$ cat src/rtl/mc_ctrl_fsm.sv
// Multicycle control sequencer for the MIPS datapath: steps each instruction
// through its states, drives datapath controls, handshakes with memory, counts retires.
module mc_ctrl_fsm #(
  parameter int TIMEOUT = 15,
  parameter int TO_W    = 4
) (
  input  logic        clk,
  input  logic        rst_n,
  input  logic        run,
  input  logic [5:0]  opcode,
  input  logic        alu_zero,
  input  logic        mem_ack,
  output logic        mem_rd,
  output logic        mem_wr,
  output logic        iord,
  output logic        ir_wr,
  output logic        pc_wr,
  output logic [1:0]  pc_src,
  output logic        alu_src_a,
  output logic [1:0]  alu_src_b,
  output logic [1:0]  alu_op,
  output logic        reg_dst,
  output logic        mem_to_reg,
  output logic        reg_wr,
  output logic [3:0]  state,
  output logic        retire,
  output logic [31:0] retire_cnt,
  output logic        illegal_op,
  output logic        err
);

  // state   | meaning
  // FETCH   | read instruction at PC, PC <= PC+4 on ack (idle while run=0)
  // DECODE  | dispatch on opcode, precompute branch target
  // MEMADR  | ALU computes rs + imm for lw/sw
  // MEMRD   | data read, wait for ack
  // MEMWB   | load data written to rt
  // MEMWR   | data write, wait for ack
  // EXEC    | R-type ALU operation
  // RWB     | R-type result written to rd
  // BRANCH  | beq/bne compare, conditional PC load
  // JUMP    | PC <= jump address
  // ADDI_EX | ALU computes rs + imm
  // ADDI_WB | addi result written to rt
  // HALT    | memory watchdog expired, wait for reset
  typedef enum logic [3:0] {
    FETCH   = 4'd0,
    DECODE  = 4'd1,
    MEMADR  = 4'd2,
    MEMRD   = 4'd3,
    MEMWB   = 4'd4,
    MEMWR   = 4'd5,
    EXEC    = 4'd6,
    RWB     = 4'd7,
    BRANCH  = 4'd8,
    JUMP    = 4'd9,
    ADDI_EX = 4'd10,
    ADDI_WB = 4'd11,
    HALT    = 4'd12
  } state_t;

  localparam logic [5:0] OP_RTYPE = 6'b000000;
  localparam logic [5:0] OP_LW    = 6'b100011;
  localparam logic [5:0] OP_SW    = 6'b101011;
  localparam logic [5:0] OP_BEQ   = 6'b000100;
  localparam logic [5:0] OP_BNE   = 6'b000101;
  localparam logic [5:0] OP_J     = 6'b000010;
  localparam logic [5:0] OP_ADDI  = 6'b001000;

  state_t          state_q, state_d;
  logic [TO_W-1:0] wcnt_q;
  logic            waiting;
  logic            timeout;

  // Memory wait states; the counter is cleared everywhere else, so entry sees zero.
  assign waiting = ((state_q == FETCH) && run) || (state_q == MEMRD) || (state_q == MEMWR);
  assign timeout = waiting && !mem_ack && (TIMEOUT != 0) && (wcnt_q == TO_W'(TIMEOUT));

  always_ff @(posedge clk or negedge rst_n) begin
    if (!rst_n) begin
      state_q    <= FETCH;
      wcnt_q     <= '0;
      retire_cnt <= '0;
    end else begin
      state_q <= state_d;
      if (waiting && !mem_ack) wcnt_q <= wcnt_q + 1'b1;
      else                     wcnt_q <= '0;
      if (retire) retire_cnt <= retire_cnt + 32'd1;
    end
  end

  always_comb begin
    state_d    = state_q;
    mem_rd     = 1'b0;
    mem_wr     = 1'b0;
    iord       = 1'b0;
    ir_wr      = 1'b0;
    pc_wr      = 1'b0;
    pc_src     = 2'b00;
    alu_src_a  = 1'b0;
    alu_src_b  = 2'b00;
    alu_op     = 2'b00;
    reg_dst    = 1'b0;
    mem_to_reg = 1'b0;
    reg_wr     = 1'b0;
    retire     = 1'b0;
    illegal_op = 1'b0;
    err        = 1'b0;
    // Outputs are held low for the whole reset, not just until the state register settles.
    if (rst_n) begin
      unique case (state_q)
        FETCH: begin
          if (run) begin
            mem_rd    = 1'b1;
            alu_src_b = 2'b01;
            ir_wr     = mem_ack;
            pc_wr     = mem_ack;
            if (mem_ack)      state_d = DECODE;
            else if (timeout) state_d = HALT;
          end
        end
        DECODE: begin
          alu_src_b = 2'b11;
          unique case (opcode)
            OP_RTYPE:      state_d = EXEC;
            OP_LW, OP_SW:  state_d = MEMADR;
            OP_BEQ, OP_BNE: state_d = BRANCH;
            OP_J:          state_d = JUMP;
            OP_ADDI:       state_d = ADDI_EX;
            default: begin
              illegal_op = 1'b1;
              state_d    = FETCH;
            end
          endcase
        end
        MEMADR: begin
          alu_src_a = 1'b1;
          alu_src_b = 2'b10;
          state_d   = (opcode == OP_LW) ? MEMRD : MEMWR;
        end
        MEMRD: begin
          mem_rd = 1'b1;
          iord   = 1'b1;
          if (mem_ack)      state_d = MEMWB;
          else if (timeout) state_d = HALT;
        end
        MEMWB: begin
          mem_to_reg = 1'b1;
          reg_wr     = 1'b1;
          retire     = 1'b1;
          state_d    = FETCH;
        end
        MEMWR: begin
          mem_wr = 1'b1;
          iord   = 1'b1;
          retire = mem_ack;
          if (mem_ack)      state_d = FETCH;
          else if (timeout) state_d = HALT;
        end
        EXEC: begin
          alu_src_a = 1'b1;
          alu_op    = 2'b10;
          state_d   = RWB;
        end
        RWB: begin
          reg_dst = 1'b1;
          reg_wr  = 1'b1;
          retire  = 1'b1;
          state_d = FETCH;
        end
        BRANCH: begin
          alu_src_a = 1'b1;
          alu_op    = 2'b01;
          pc_src    = 2'b01;
          retire    = 1'b1;
          // opcode[0] separates bne from beq
          pc_wr     = opcode[0] ? ~alu_zero : alu_zero;
          state_d   = FETCH;
        end
        JUMP: begin
          pc_src  = 2'b10;
          pc_wr   = 1'b1;
          retire  = 1'b1;
          state_d = FETCH;
        end
        ADDI_EX: begin
          alu_src_a = 1'b1;
          alu_src_b = 2'b10;
          state_d   = ADDI_WB;
        end
        ADDI_WB: begin
          reg_wr  = 1'b1;
          retire  = 1'b1;
          state_d = FETCH;
        end
        HALT: begin
          err     = 1'b1;
          state_d = HALT;
        end
        default: state_d = FETCH;
      endcase
    end
  end

  assign state = state_q;

endmodule

$ cat config.mk
export PLATFORM = sky130hd
export DESIGN_NAME = mc_ctrl_fsm
export DESIGN_NICKNAME = d
export VERILOG_FILES = /design/src/rtl/mc_ctrl_fsm.sv
export SDC_FILE = /design/constraint.sdc
export NUM_CORES = 1
export LEC_CHECK = 0
export ABC_AREA = 1
export CORE_ASPECT_RATIO = 0.8
export CORE_MARGIN = 4
export CORE_UTILIZATION = 35
export CTS_CLUSTER_SIZE = 40
export DETAILED_ROUTE_END_ITERATION = 12
export PLACE_DENSITY = 0.66
export RECOVER_POWER = 25
export SLEW_MARGIN = 20
export SYNTH_ARGS = -nofsm -noshare
export SYNTH_HDL_FRONTEND = slang
export SYNTH_SLANG_ARGS = --single-unit
$ cat constraint.sdc
create_clock -name clk -period 2.1 [get_ports clk]
set_input_delay 0.315 -clock clk [delete_from_list [all_inputs] [get_ports clk]]
set_output_delay 0.315 -clock clk [all_outputs]
set_load 0.02 [all_outputs]
Word level (Yosys, flattened, before mapping):

Index checks and enable logic that the tools add are counted.

* $mul: 0
* add/subtract/negate cells: 2
* equality and inequality tests: 20
* mux-type cells: 44
* shifts and indexed selects: 0
* order comparisons: 0
* reductions and logical operators: 17
* div/mod/pow operators: 0
* bitwise logic cells: 1

Operator list (number)
* $add A32 B1 Y32 const B: 1
* $pmux W4 S8: 1
* $mux W1: 26
* $eq A4 B4 Y1 const B: 6
* $mux W4: 6
* $pmux W4 S5: 1
* $eq A4 B3 Y1 const B: 4
* $eq A6 B3 Y1 const B: 2
* $eq A6 B6 Y1 const B: 2
* $eq A4 B2 Y1 const B: 2
* $pmux W2 S2: 2
* $reduce_or A2 Y1: 4
* $reduce_or A7 Y1: 1
* $eq A6 B2 Y1 const B: 1
* $eq A6 B4 Y1 const B: 1
* $logic_not A6 Y1: 1
* $mux W2: 3
* $pmux W2 S3: 1
* $reduce_or A5 Y1: 1
* $add A4 B1 Y4 const B: 1
* $eq A4 B1 Y1 const B: 1
* $logic_not A4 Y1: 1
* $pmux W1 S2: 2
* $reduce_or A4 Y1: 1
* other kinds (9): 12

* RAM bits: 0
* word-level logic and storage cells: 87
* register bits: 40
* ROM bits: 0
* latch bits: 0
* output and inout port bits: 54
* bits of input ports: 11
* memories: 0

Logic depth before layout (Yosys ltp):

* word-level depth: 10
* mapped depth: 11
* gate-level depth less buffers: 11

Least setup slack after synthesis:

Ideal clock, no wire load.

* kind: register -> output
* start point: register state_q[0], in the netlist state[0]
* end point: output illegal_op
* stages on the path, launching flop included: 7
* data required time: 1.785 ns
* path buffers: 0
* arrival time: 1.635 ns
* slack: 0.150 ns
* path through: dfrtp_1 inv_1 nor2_1 inv_1 nor2_1 nand2_1 nor3_1

* longest elaborated chain between the ends: 3

Ends and longest elaborated chain
* start: declaration: line 70 `state_t state_q, state_d;`
* start signal: assignment: line 85 `state_q <= state_d;`
* $eq A4 B1 Y1: line 111 `unique case (state_q)`
* $mux W1: line 111
* $mux W1: line 110 `if (rst_n) begin`
* end: declaration: line 28 `output logic illegal_op,`

Every way passes these cells.

Final worst setup path:

* start point: register state_q[3], in the netlist state[3]
* end point: output pc_src[1]

* longest elaborated chain between the ends: 3
* elaborated cells on any way between the ends: 4
* those cells by class: eq/ne (2); mux (2)

Ends and longest elaborated chain
* $eq A4 B4 Y1: line 111
* $pmux W2 S2 *: line 111
* $mux W2 *: line 110
* end: declaration: line 18 `output logic [1:0] pc_src,`

Every way passes the cells marked *; elsewhere a longest branch is shown, timed or not.

==> flow_summary.ini <==
[status]
status = completed

[critical_path]
worstPathArrival_ns = 1.71
crit_buf_inv = 3
critPathMaxStageDelay_ns = 0.43
startpoint_type = flip-flop
critPathSlowestCell = dfrtp_1
path_class = reg -> out
cpLargestDelayFamily = buffers and inverters
cp.required_ns = 1.78
cp_max_fo = 4
end_kind = primary output
path_cells = inv_1 > nor2_2 > nand3_2 > buf_4 > nor2_1 > dlygate4sd2_1

[logic_synthesis]
syn-num-nets = 432
synth_top_cell_by_area = dfrtp_1
synthTopCellsByArea = dfrtp_1 36%, nand2_1 21%, nor2_1 8.1%, xor2_1 6.7%, inv_1 6.4%
syn_avg_cell_area_sq_um = 6.599
synth_mux_area_share_pct = 0
synth-compound-area-share_pct = 5.113
syn_area_sq_um = 2765
synth.distinct_cells = 30
synth_top_area_share_pct = 36.20
yosys.area_share.simple_pct = 39.73
synth_fa_ha_area_share_pct = 0.9050
synth_top_family_by_area = simple AND/OR/NAND/NOR gates
yosysWarnings = 0
synth-seq-cells = 40
yosys.area_share.xor_xnor_pct = 9.457
netlist_instances = 419
ys_seq_area_share_pct = 36.20

[layout]
drive_gt1_share_pct = 12.36
n_antenna_cell = 0
area_growth_syn_to_layout_pct = 37.38
final_cells = 623
post-route-util_pct = 50.43
fin_nets = 530

[power]
vdd_drop_max_uv = 454.0
p_total_mw = 2.840
p_leak_nw = 1.816
pwr_density_cell_nw_per_um2 = 747.7

[floorplanning]
pin_count = 65
num_rows = 28
start_util_pct = 36.71
dieArea_sq_um = 9395
coreArea_sq_um = 7532
die_y_microns = 87.50
die_x_microns = 107.4

[global_route]
grt_pass1_wl_microns = 13730
grt_max_degree = 38
grt_antenna_before_repair = 0
grt_remaining_overflow = 0
track_usage_pct = 18.38
first_global_vias = 2763

[sta]
rsz0062_at_grt = yes
slew_headroom_pct = 29.88
holdWs_ns = 0.3706
fin_setup_tns_ns = 0
setup_viol_count_final = 0
worst_slew_pin_slew_ns = 1.052
period_needed_ns = 2.028
finalCritPeriodShare_pct = 96.56
maxSlewViolCount = 0
hold_violations = 0
max_freq_mhz = 493.1
fin_skew_ns = 0.002346

[routing]
wl_per_cell_microns = 13.20
ant_nets = 0
wl_microns = 8224
dr.pass1.iters = 4
vias_per_cell = 4.677
drt_iter0_drc = 235
vias = 2914
route.detailed.drc = 0

[clock_network]
htreeDepth = 2
cts.clk_slew.worst_paths_ns = 0.07
root_buffer = clkbuf_8
numCtsBuffers = 5
cts_tree = built
clock_latency_ns = 0.29
cts.path.max_buffers = 2
clock_sinks = 40

[place]
dp_hpwl_microns = 6729
io_buffers = 64
place_congestion = 0.9368
dp.cells = 614

[min_path]
min_path_type = in -> async

[run]
drv_cap = 0
final cells by class:
cell class / instances / area (sq um)
repair buffers: 97 / 833.3
inverters: 50 / 190.2
multi-input cells: 323 / 1551
clock buffers: 8 / 90.09
flip-flops and latches: 40 / 1002
well taps: 105 / 131.4
fillers: 741 / 3734
flip-flops by register name, indices dropped and copies added, names as in the netlist:
signal	count
retire_cnt	32
wcnt_q	4
state	4
power by group:
group          internal (mW)  switching [mW]  total, mW
combinational          0.536           0.715       1.25
clock                  0.268           0.256      0.524
sequential             0.902           0.163       1.06
per-stage QoR:
stage                     area (sq um)  setup WS [ns]
final                             3799        0.07217
after global routing              3799       -0.02068
after CTS                         3805       0.006998
after detailed placement          3722        -0.2610
after global placement            3722        -0.2339
after floorplan                   2765         0.1496
cells in the final DEF, fill, tap and decap left out, types with 3 or more instances in the layout:
cell type / count
o21ai_0: 14
clkdlybuf4s15_1: 3
a21oi_1: 6
xnor2_1: 7
clkbuf_8: 6
dfrtp_1: 39
nand3_1: 14
buf_2: 5
inv_1: 46
nor2_2: 7
clkdlybuf4s50_1: 45
nand4_1: 7
nor3_1: 16
buf_4: 29
xor2_1: 21
nand2_1: 157
clkbuf_1: 4
dlygate4sd2_1: 7
clkbuf_2: 4
nor2_1: 54
cells in the mapped netlist:
cell      count
nand2_1     157
nor2_1       60
inv_1        47
dfrtp_1      40
xor2_1       21
nor3_1       17
nand3_1      15
o21ai_0      14
nand4_1       7
xnor2_1       7
a21oi_1       6
buf_4         3
buf_6         2
ha_1          2
inv_2         2
nand2_2       2
nor2_4        2
nor3b_1       2
o21ai_1       2
a21boi_0      1
a311o_1       1
buf_2         1
clkinv_1      1
nand3_2       1
nand3b_1      1
nor2_2        1
nor4_1        1
o22ai_1       1
o31ai_1       1
xnor2_2       1
logic make-up (layout without fill, tap and decap cells):
| kind of cell | after synthesis | after routing |
|---|---|---|
| AOI/OAI and AO/OA | 26 | 26 |
| xor gates and xnor gates | 29 | 29 |
| adders and majority gates | 2 | 2 |
| buffers and inverters | 56 | 155 |
| DFF | 40 | 40 |
| and+or+nand+nor | 266 | 266 |
final timing paths:
check / start / to / slack, ns / depth (start not counted)
max: state[3] / pc_src[1] / 0.07 / 6
min: rst_n / retire_cnt[5] / 0.37 / 2
max reg2reg: state[3] / retire_cnt[14] / 0.24 / 10
min reg2reg: wcnt_q[0] / wcnt_q[0] / 0.47 / 1
max in group asynchronous: rst_n / retire_cnt[27] / 1.10 / 2
min in group clk: wcnt_q[0] / wcnt_q[0] / 0.47 / 1
repair_timing:
item	CTS	global route
endpoints found under the setup margin	18	30
resized for setup	29	27
hold buffers	1	0
setup buffers	0	0
endpoints found under the hold margin	1	0
per-layer routing:
layer  routed length [microns]  part of all wire, %  track usage (%)
met5                         0                    0                0
met1                      4119                   50            28.79
met2                      3417                   42            26.63
met4                       119                  1.4            4.014
met3                       568                  6.9            2.669
(Power assumes the default switching activity.)
==> RTL edit 1 (config.mk and constraints unchanged) <==
Reset style: synchronous (`rst_n`), changed in one clocked block.
--- a/src/rtl/mc_ctrl_fsm.sv
+++ b/src/rtl/mc_ctrl_fsm.sv
@@ -76,7 +76,7 @@
   assign waiting = ((state_q == FETCH) && run) || (state_q == MEMRD) || (state_q == MEMWR);
   assign timeout = waiting && !mem_ack && (TIMEOUT != 0) && (wcnt_q == TO_W'(TIMEOUT));
 
-  always_ff @(posedge clk or negedge rst_n) begin
+  always_ff @(posedge clk) begin
     if (!rst_n) begin
       state_q    <= FETCH;
       wcnt_q     <= '0;
Behaviour: differs if rst_n is asserted again (counterexample within 4 cycles, from zero or initial values and one cycle with rst_n low); with rst_n held inactive, the same outputs for 10 cycles.
==> RTL edit 1 against the unedited design <==
Design area is 1.6% higher. Sequential cell count did not move. First-iteration DRC count fell by 6.0%. Worst setup slack improved by 72 ps. Routed wire length rose by 7.2%. Non-clock buffer count is the same. Area after synthesis increased by 0.86%.
Power is not compared: it rests on default switching activity, and its combinational part moved more than twofold at a synthesized area within 25%.
==> RTL edit 1: results (changes against the unedited design) <==
largest net degree at the start of global routing: 21 (was 38)
initial drt markers: 221 (was 235)
Slew HR: 75.7% (was 29.9%)
Seq/Total Area, Yosys: 28.7% (was 36.2%)
Top delay family on crit path: buffers and inverters (unchanged)
VDD IR max: 0.000255 V
root buf cell: clkbuf_8 (unchanged)
IO buf count: 64 (unchanged)
fraction of registers with async set/reset: 0% (was 100%)
Yosys cell types: 30 (unchanged)
Num CTS Buffers: 5 (unchanged)
final setup skew: 5.28 ps (was 2.35 ps)
Comb group: 153 µW
Sw Share: 21.0%
first-pass GRT wire length: 14700 µm (was 13700 µm)
Avg Vias per Cell: 4.89 (was 4.68)
layout cells sized above 1: 10.7% (was 12.4%)
power in sequential cells: 764 µW
Ant. Diodes: 0 (unchanged)
register name with the most flops: retire_cnt (unchanged)
Slowest-stage cell, CP: dfxtp_1 (was dfrtp_1)
status: finished, final reports clean (unchanged)
Worst Hold Class: reg -> reg (was in -> async)
routed len/inst: 12.7 µm (was 13.2 µm)
clk_lat worst skew: 300 ps
average size of a mapped cell: 5.66 µm² (was 6.60 µm²)
mux share of post-synthesis cell area: 0% (unchanged)
Post-synth top cells: 168 x nand2_1, 99 x nor2_1, 56 x inv_1 (was 157 x nand2_1, 60 x nor2_1, 47 x inv_1)
XOR/XNOR Fraction of Synth Area: 2.20% (was 9.46%)
Max clock buf depth: 2 (unchanged)
CP Max Fanout: 4 (unchanged)
final WL: 8820 µm (was 8220 µm)
number of flip-flops under the largest register name: 32 (unchanged)
total track usage: 19.4% (was 18.4%)
CP peak stage delay: 360 ps (was 430 ps)
leading post-synthesis cells by cell area: dfxtp_1 29%, nand2_1 23%, nor2_1 13% (was dfrtp_1 36%, nand2_1 21%, nor2_1 8.1%)
Synth Net Count: 506 (was 432)
clock transition at the registers of the reported paths: 80 ps
Pre-antenna DRT Iters: 5 (was 4)
Post-CTS Setup Inserts: 0 (unchanged)
combinational share of power: 8.5%
DP HPWL: 7060 µm (was 6730 µm)
number of global-route vias before repair: 3196 (was 2763)
initial antenna violation count: 0 (unchanged)
dpl ws: -300 ps (was -261 ps)
Post-CTS Resized: 20 (was 29)
Synth Flop Type: dfxtp_1 (was dfrtp_1)
Placed Cells: 685 (was 614)
# H-tree levels: 2 (unchanged)
Final GP Congestion: 0.994 (was 0.937)
Final nets: 600 (was 530)
Worst EP arrival: 1640 ps (was 1710 ps)
compound-cell area share of the yosys netlist: 7.63% (was 5.11%)
adder-cell share of the synthesized area: 0.897% (was 0.905%)
dpl cell area: 3750 µm² (was 3720 µm²)
RTL edit 1: routing by layer:
| layer | vias to the layer above | GRT usage, % | wire length [µm] |
|---|---|---|---|
| met5 | - | 0 | 0 |
| met1 | 1513 | 28.0 | 4320 |
| met2 | 126 | 29.1 | 3670 |
| li1 | 1733 | - | - |
| met4 | 0 | 5.39 | 149 |
| met3 | 16 | 4.20 | 678 |
RTL edit 1: worst paths after layout:
kind,from,endpoint,slack (ps),cells past startpoint
worst max-delay path,state[3],mem_rd,140,5
worst min-delay path,wcnt_q[0],wcnt_q[0],460,1
worst max register to register,state[0],retire_cnt[22],270,12
worst min register to register,wcnt_q[0],wcnt_q[0],460,1
RTL edit 1: area by class of cell:
class,instances,area [µm²]
Fill cell,799,3710
Multi-Input combinational cell,385,1720
Timing Repair Buffer,97,836
Sequential cell,40,802
Inverter,58,218
Tap cell,105,131
Clock inverter,3,90.1
Clock buffer,5,68.8
==> RTL edit 2 (same settings) <==
Made on the original files. `TIMEOUT`: 15 -> 7.
--- a/src/rtl/mc_ctrl_fsm.sv
+++ b/src/rtl/mc_ctrl_fsm.sv
@@ -1,7 +1,7 @@
 // Multicycle control sequencer for the MIPS datapath: steps each instruction
 // through its states, drives datapath controls, handshakes with memory, counts retires.
 module mc_ctrl_fsm #(
-  parameter int TIMEOUT = 15,
+  parameter int TIMEOUT = 7,
   parameter int TO_W    = 4
 ) (
   input  logic        clk,
Function: changed (Yosys sat finds a counterexample within 10 cycles, from zero or initial values and one cycle with rst_n low).
==> RTL edit 2 against the unedited design <==
Die area fell by 2.1%. Routed wire length fell by 4.9%. Clock skew rose by 4.1 ps. Sequential power fell by 5%. Worst setup slack got worse by 10 ps. First-iteration DRC count fell by 39%. Combinational power fell by 15%. Final cell count fell by 3.0%. Largest power group unchanged. Design area fell by 2.0%. Sequential cell count did not move. Non-clock buffer count fell by 3. Total power fell by 8.1%. Area after synthesis fell by 2.3%.
==> RTL edit 2: results (changes against the unedited design) <==
status: finished, final reports clean (unchanged)
root buf cell: clkbuf_8 (unchanged)
r2r worst-path depth: 10 (unchanged)
Post-synth top cells: 149 x nand2_1, 60 x nor2_1, 40 x dfrtp_1 (was 157 x nand2_1, 60 x nor2_1, 47 x inv_1)
Worst EP arrival: 1720 ps
# H-tree levels: 2 (unchanged)
Max clock buf depth: 2 (unchanged)
final WL: 7820 µm (was 8220 µm)
number of flip-flops under the largest register name: 32 (unchanged)
beginning of the critical path: state[2] (was state[3])
register name with the most flops: retire_cnt (unchanged)
Setup crit end: alu_src_b[0] (was pc_src[1])
DP HPWL: 6330 µm (was 6730 µm)
largest net degree at the start of global routing: 40 (was 38)
fraction of registers with async set/reset: 100% (unchanged)
CP peak stage delay: 450 ps (was 430 ps)
initial antenna violation count: 0 (unchanged)
leading post-synthesis cells by cell area: dfrtp_1 37%, nand2_1 21%, nor2_1 8.3% (was dfrtp_1 36%, nand2_1 21%, nor2_1 8.1%)
CP Max Fanout: 4 (unchanged)
dpl cell area: 3630 µm² (was 3720 µm²)
internal reg-to-reg setup slack: 180 ps (was 240 ps)
final setup skew: 6.43 ps (was 2.35 ps)
Final GP Congestion: 0.932 (was 0.937)
Pre-antenna DRT Iters: 4 (unchanged)
Seq/Total Area, Yosys: 37.0% (was 36.2%)
clk_lat worst skew: 290 ps (about the same)
reg-to-reg critical path startpoint: state[3] (unchanged)
Yosys cell types: 32 (was 30)
clock transition at the registers of the reported paths: 80 ps
Num CTS Buffers: 5 (unchanged)
total track usage: 17.3% (was 18.4%)
Final nets: 511 (was 530)
Top delay family on crit path: buffers and inverters (unchanged)
capturing point of the worst reg2reg path: retire_cnt[14] (unchanged)
dpl ws: -192 ps (was -261 ps)
number of global-route vias before repair: 2638 (was 2763)
layout cells sized above 1: 11.6% (was 12.4%)
Worst Hold Class: in -> async (unchanged)
initial drt markers: 143 (was 235)
Synth Flop Type: dfrtp_1 (unchanged)
Final Critical Period: 2040 ps (was 2030 ps)
Ant. Diodes: 0 (unchanged)
Leak: 1.73 nW (was 1.82 nW)
IO buf count: 64 (unchanged)
Slowest-stage cell, CP: dfrtp_2 (was dfrtp_1)
Avg Vias per Cell: 4.74 (was 4.68)
first-pass GRT wire length: 12900 µm (was 13700 µm)
synth warn: 0 (unchanged)
Synth Net Count: 416 (was 432)
VDD IR max: 0.000401 V (was 0.000454 V)
Slew HR: 28.3% (was 29.9%)
RTL edit 2: where the power goes:
group	total [mW]	switching (mW)	leakage, nW	internal, mW
combinational	1.06	0.596	1.17	0.466
clock	0.534	0.265	0.0455	0.268
sequential	1.01	0.139	0.521	0.875
total	2.61	1.00	1.73	1.61
RTL edit 2: logic make-up (layout without fill, tap and decap cells):
logic type / count (synthesis) / in the layout / share of synthesized area [%]
simple gates: 265 / 265 / 41.0
xor+xnor: 27 / 27 / 8.75
buf+inv: 44 / 140 / 7.41
fa+ha+maj: 2 / 2 / 0.926
compound gates: 25 / 25 / 4.91
flops: 40 / 40 / 37.0
RTL edit 2: metal layers:
| metal | vias to the layer above | part of all wire, % | track usage, % |
|---|---|---|---|
| met4 | 0 | 0.81 | 3.29 |
| met5 | - | 0 | 0 |
| met2 | 70 | 43 | 25.6 |
| li1 | 1458 | - | - |
| met3 | 10 | 5.8 | 3.35 |
| met1 | 1326 | 51 | 26.4 |
RTL edit 2: cell type report:
class	count	area (µm²)
Tap cell	105	131
Timing Repair Buffer	94	830
Fill cell	758	3740
Multi-Input combinational cell	319	1520
Inverter	38	143
Sequential cell	40	1010
Clock buffer	8	90.1
RTL edit 2: worst min path at each step:
stage / startpoint / cells after the start / end / slack [ps]
floorplan: rst_n / 0 / retire_cnt[0] / 20
global placement: rst_n / 2 / retire_cnt[11] / 330
detailed placement: rst_n / 2 / retire_cnt[11] / 340
CTS: rst_n / 2 / retire_cnt[11] / 30
global route: rst_n / 2 / retire_cnt[4] / 490
finish: rst_n / 2 / retire_cnt[4] / 360
RTL edit 2: timing repair:
item,4_1_cts,5_1_grt
resized for setup,30,18
gates cloned,0,0
endpoints found under the setup margin,18,29
setup buffers,0,1
RTL edit 2: through the flow:
step           instances  setup TNS (ps)
6_report             604               0
5_1_grt              604           -32.0
4_1_cts              603               0
3_5_place_dp         595            -313
3_3_place_gp         595            -222
2_1_floorplan        403               0
